[config.mk]
export PLATFORM = sky130hd
export DESIGN_NAME = wallace_div_32by16
export DESIGN_NICKNAME = d
export VERILOG_FILES = /design/src/rtl/wallace_div_pkg.sv /design/src/rtl/div_restore_step.sv /design/src/rtl/wallace_div_32by16.sv
export SDC_FILE = /design/constraint.sdc
export NUM_CORES = 1
export LEC_CHECK = 0
export CAP_MARGIN = 20
export CORE_MARGIN = 2
export CORE_UTILIZATION = 54
export DETAILED_ROUTE_END_ITERATION = 8
export DONT_BUFFER_PORTS = 1
export PLACE_DENSITY = 0.66
export SYNTH_ARGS = -nofsm -noshare
export SYNTH_HDL_FRONTEND = slang
export SYNTH_HIERARCHICAL = 1
export SYNTH_SLANG_ARGS = --single-unit
[constraint.sdc]
create_clock -name clk -period 3.53 [get_ports clk]
set_clock_uncertainty 0.2 [all_clocks]
set_input_delay 0.706 -clock clk [delete_from_list [all_inputs] [get_ports clk]]
set_output_delay 0.706 -clock clk [all_outputs]
set_load 0.02 [all_outputs]
[src/rtl/wallace_div_pkg.sv]
// wallace_div_pkg
//   Shared definitions for the 32-by-16 restoring divider that inverts the
//   16x16 Wallace tree multiplier: operand widths, FSM state type and the
//   quotient fill value used when a division cannot be performed.
package wallace_div_pkg;

  localparam int DIVISOR_W  = 16;
  localparam int DIVIDEND_W = 2 * DIVISOR_W;

  // Quotient reported on divide-by-zero or quotient overflow.
  localparam logic [DIVISOR_W-1:0] ERR_QUOTIENT = 16'hFFFF;

  typedef enum logic [1:0] {
    IDLE = 2'd0,
    CALC = 2'd1,
    DONE = 2'd2
  } state_e;

endpackage

[src/rtl/div_restore_step.sv]
// div_restore_step
//   One combinational restoring-division step. The partial remainder is
//   shifted left by one with the next dividend bit appended; if the result
//   is at least the divisor, the divisor is subtracted and a quotient bit
//   of 1 is produced.
// Ports:
//   r_i       partial remainder before the step (always below divisor_i)
//   bit_i     next dividend bit shifted in at the LSB
//   divisor_i divisor
//   r_o       partial remainder after the step (below divisor_i)
//   q_o       quotient bit produced by this step
module div_restore_step
  import wallace_div_pkg::*;
(
  input  logic [DIVISOR_W:0]   r_i,
  input  logic                 bit_i,
  input  logic [DIVISOR_W-1:0] divisor_i,
  output logic [DIVISOR_W:0]   r_o,
  output logic                 q_o
);

  // Full-width shifted value so no bit of r_i is discarded; since
  // r_i < divisor_i the MSB is always zero and the trial value fits 17 bits.
  logic [DIVISOR_W+1:0] t;
  logic [DIVISOR_W:0]   diff;

  assign t    = {r_i, bit_i};
  assign diff = t[DIVISOR_W:0] - {1'b0, divisor_i};

  always_comb begin
    q_o = (t >= {2'b00, divisor_i});
    r_o = q_o ? diff : t[DIVISOR_W:0];
  end

endmodule

[src/rtl/wallace_div_32by16.sv]
// wallace_div_32by16
//   Sequential restoring divider, one quotient bit per cycle, 32-bit
//   dividend by 16-bit divisor. Normal divisions take 17 cycles from the
//   accepting edge to the done pulse; divide-by-zero and quotient overflow
//   are detected at accept and finish in one cycle with a filled result.
// Ports:
//   clk, rst      clock and synchronous active-high reset
//   start         request, accepted only while busy is low
//   dividend      32-bit numerator, sampled on the accepting edge
//   divisor       16-bit denominator, sampled on the accepting edge
//   busy          high from accept through the done cycle
//   done          single-cycle completion pulse
//   quotient      registered quotient, held until the next result
//   remainder     registered remainder, held until the next result
//   div_by_zero   accepted divisor was zero
//   overflow      quotient would not fit in 16 bits
module wallace_div_32by16
  import wallace_div_pkg::*;
(
  input  logic                  clk,
  input  logic                  rst,
  input  logic                  start,
  input  logic [DIVIDEND_W-1:0] dividend,
  input  logic [DIVISOR_W-1:0]  divisor,
  output logic                  busy,
  output logic                  done,
  output logic [DIVISOR_W-1:0]  quotient,
  output logic [DIVISOR_W-1:0]  remainder,
  output logic                  div_by_zero,
  output logic                  overflow
);

  state_e                 state_q;
  logic [DIVISOR_W:0]     r_q;       // partial remainder
  logic [DIVISOR_W-1:0]   s_q;       // dividend low half shifting out, quotient shifting in
  logic [DIVISOR_W-1:0]   div_q;     // latched divisor
  logic [3:0]             cnt_q;
  logic [DIVISOR_W-1:0]   quot_q;
  logic [DIVISOR_W-1:0]   rem_q;
  logic                   dbz_q;
  logic                   ovf_q;
  logic                   busy_q;
  logic                   done_q;

  logic [DIVISOR_W:0]     r_d;
  logic                   qbit_d;

  div_restore_step u_step (
    .r_i       (r_q),
    .bit_i     (s_q[DIVISOR_W-1]),
    .divisor_i (div_q),
    .r_o       (r_d),
    .q_o       (qbit_d)
  );

  always_ff @(posedge clk) begin
    if (rst) begin
      state_q <= IDLE;
      r_q     <= '0;
      s_q     <= '0;
      div_q   <= '0;
      cnt_q   <= '0;
      quot_q  <= '0;
      rem_q   <= '0;
      dbz_q   <= 1'b0;
      ovf_q   <= 1'b0;
      busy_q  <= 1'b0;
      done_q  <= 1'b0;
    end else begin
      case (state_q)
        IDLE: begin
          if (start) begin
            busy_q <= 1'b1;
            dbz_q  <= 1'b0;
            ovf_q  <= 1'b0;
            div_q  <= divisor;
            if (divisor == '0) begin
              dbz_q   <= 1'b1;
              quot_q  <= ERR_QUOTIENT;
              rem_q   <= dividend[DIVISOR_W-1:0];
              done_q  <= 1'b1;
              state_q <= DONE;
            end else if (dividend[DIVIDEND_W-1:DIVISOR_W] >= divisor) begin
              // Quotient would need more than 16 bits.
              ovf_q   <= 1'b1;
              quot_q  <= ERR_QUOTIENT;
              rem_q   <= dividend[DIVISOR_W-1:0];
              done_q  <= 1'b1;
              state_q <= DONE;
            end else begin
              r_q     <= {1'b0, dividend[DIVIDEND_W-1:DIVISOR_W]};
              s_q     <= dividend[DIVISOR_W-1:0];
              cnt_q   <= '0;
              state_q <= CALC;
            end
          end
        end
        CALC: begin
          r_q   <= r_d;
          s_q   <= {s_q[DIVISOR_W-2:0], qbit_d};
          cnt_q <= cnt_q + 4'd1;
          if (cnt_q == 4'd15) begin
            quot_q  <= {s_q[DIVISOR_W-2:0], qbit_d};
            rem_q   <= r_d[DIVISOR_W-1:0];
            done_q  <= 1'b1;
            state_q <= DONE;
          end
        end
        DONE: begin
          done_q  <= 1'b0;
          busy_q  <= 1'b0;
          state_q <= IDLE;
        end
        default: begin
          done_q  <= 1'b0;
          busy_q  <= 1'b0;
          state_q <= IDLE;
        end
      endcase
    end
  end

  assign busy        = busy_q;
  assign done        = done_q;
  assign quotient    = quot_q;
  assign remainder   = rem_q;
  assign div_by_zero = dbz_q;
  assign overflow    = ovf_q;

endmodule

==> qor.txt <==
clk_lat worst skew -> 0.37 ns
syn avg cell area -> 7.881 sq um
DIE AREA -> 0.01074 sq mm
Starting Density -> 55.34%
Synth Area in Compound Gates -> 27.67%
ANT nets after route -> 0
grt ovf -> 0
Die Span X -> 103.6 um
count of pins over their slew limit -> 0
CP max stage delay -> 0.45 ns
IO buf count -> 0
PwrDens -> 705.7 mW/mm^2
Power Total -> 3.991 mW
TritonCTS clock tree -> done
Worst Setup End Kind -> register
number of synthesized flops with an enable pin -> 0
clk root buf -> clkbuf_8
via/cell ratio -> 6.084
Final Util -> 58.40%
top-count cell post-synth -> nand2_1
Synth top cells by count -> 110 x nand2_1, 91 x dfxtp_1, 89 x a21oi_1
maximum capacitance violations -> 0
#FFs+latches synth -> 91
Starting DRT DRC Count -> 423
CTS Sinks -> 91
hold_ws -> 0.1946 ns
multi-input logic area -> 0.003040 sq mm
setup violators final -> 0
xor/xnor cell area share of the yosys netlist -> 1.798%
area of the core -> 0.009684 sq mm
Inserted Clock Buffers -> 9
min cycle time layout -> 3.243 ns
Bufs and invs on worst path -> 3
Worst Hold Class -> input port to register
Setup WS pre-CTS -> 0.2469 ns
Syn Inst Count -> 680
RSZ-0062 raised after global routing -> no
post-CTS sizing -> 0
Max VDD drop -> 0.3005 mV
crit share post-route -> 91.87%
initial antenna violation count -> 0
area share of the largest cell type after synthesis -> 33.99%
largest cells by area after synthesis -> dfxtp_1 34%, a21oi_1 8.3%, ha_1 7.7%, nand2_1 7.7%, a211oi_1 5.0%
Placer Congestion -> 0.9566
startpoint types -> register
Finished Cell Area -> 0.005655 sq mm
DP Wirelength -> 10790 um
post-place instance area -> 0.005450 sq mm
Post-Synth Simple-Gate Area -> 16.62%
Max Buffers Root-to-Sink -> 2
Async S/R FF share, synth -> 0%
sequential element share of the synthesized area -> 33.99%
layout cells sized above 1 -> 9.745%
Final nets -> 747
Post-CTS Hold Fix Bufs -> 0
largest area contributor in the netlist -> dfxtp_1
cell total after placement -> 783
Finished Layout Cells -> 800
Setup CP Type -> register to register
first-pass GRT wire length -> 23720 um
DRC -> 0
Worst EP arrival -> 3.33 ns
Filler Cells Inserted -> 904
synth warn -> 6
post-detailed-routing wire length -> 14680 um
vias in the first global route -> 4572
Synth Area in Adders -> 8.078%
leakage power -> 2.351 nW
die height -> 103.6 um
worst-margin pin slew -> 0.8470 ns
Synth-to-Final Area Change -> 5.533%
largest family of logic cells by synthesized area -> compound AO/OA/AOI/OAI gates
critical-path cell list -> inv_1, ha_1, inv_1, fa_1, a21o_1, a221oi_2, a211oi_1, or3_1, buf_4, nor2_1, a31o_1, nand2_1, nand2_1, a21oi_1, a211oi_1
Main synth FF type -> dfxtp_1
GRT Total Usage -> 27.38%
vias -> 4867
mux contribution to synthesized area -> 2.522%
count of cell types in the netlist -> 54
Req. time, crit path -> 3.62 ns
Mapped Nets -> 765
clock-pin slew on the worst setup and hold paths -> 0.10 ns
row count -> 36
Storage cell area -> 0.001822 sq mm
io pins -> 87
postcts setup bufs -> 0
ant diodes -> 0
htree depth -> 3
Fin. Hold Viols -> 0
Crit-path slowest cell -> fa_1
Worst slew margin -> 43.42%
Pre-antenna DRT Iters -> 5
Post-Syn Area -> 0.005359 sq mm
min setup slack post-route -> 0.2870 ns
CP top delay family -> compound AO/OA/AOI/OAI gates
largest net degree at the start of global routing -> 77
maximum clock frequency -> 308.4 MHz
routed len/inst -> 18.35 um
TNS Setup -> 0 ns
critical-path maximum fanout -> 24
status -> complete, no violations
-- layout by cell type (no fill, tap or decap), types with 8 or more instances in the layout --
cell type	instances
a211oi_1	36
clkbuf_8	9
buf_4	11
ha_1	33
nand2b_1	8
inv_1	70
xnor2_1	8
nand2_1	110
o221a_2	16
nor2_1	32
dfxtp_1	91
o21ai_0	28
a311oi_1	18
a21oi_1	89
-- area by class of cell --
| cell class | instances | share of cell area, % |
|---|---|---|
| Clock inverter | 7 | 1.305 |
| Tap cell | 133 | 2.942 |
| Inverter | 71 | 4.712 |
| Timing Repair Buffer | 15 | 2.876 |
| Sequential cell | 91 | 32.21 |
| Multi-Input combinational cell | 474 | 53.76 |
| Clock buffer | 9 | 2.190 |
-- state kept, by name, summed over array words and instances, names as in the netlist, 2 cells and up --
name and cells:
cnt_q 4, quotient 16, s_q 16, r_q 17
div_q 16, remainder 16, state_q 2
-- cells by family after synthesis --
family,count (synthesis)
adders and majority gates,34
and+or+nand+nor,197
DFF,91
muxes,10
AOI/OAI and AO/OA,222
xor gates and xnor gates,11
buffers and inverters,115
-- metal layers --
metal	global-route usage, %	routed length (um)
met4	10.52	351
met2	42.38	6453
met5	0	0
met1	37.31	6814
met3	6.104	1064
-- path summary, 6_finish.rpt --
kind,startpoint,endpoint,slack (ns),cells past startpoint
max,s_q[15],r_q[13],0.29,15
min reg2reg,div_q[3],div_q[3],0.26,2
min,rst,remainder[9],0.19,1
max reg2reg,s_q[15],r_q[13],0.29,15
-- power breakdown --
group,leakage [nW],switching [mW],internal [mW]
clock,0.101,0.441,0.280
combinational,1.50,1.01,0.793
sequential,0.751,0.248,1.21
total,2.35,1.70,2.29
(Power assumes the default switching activity.)
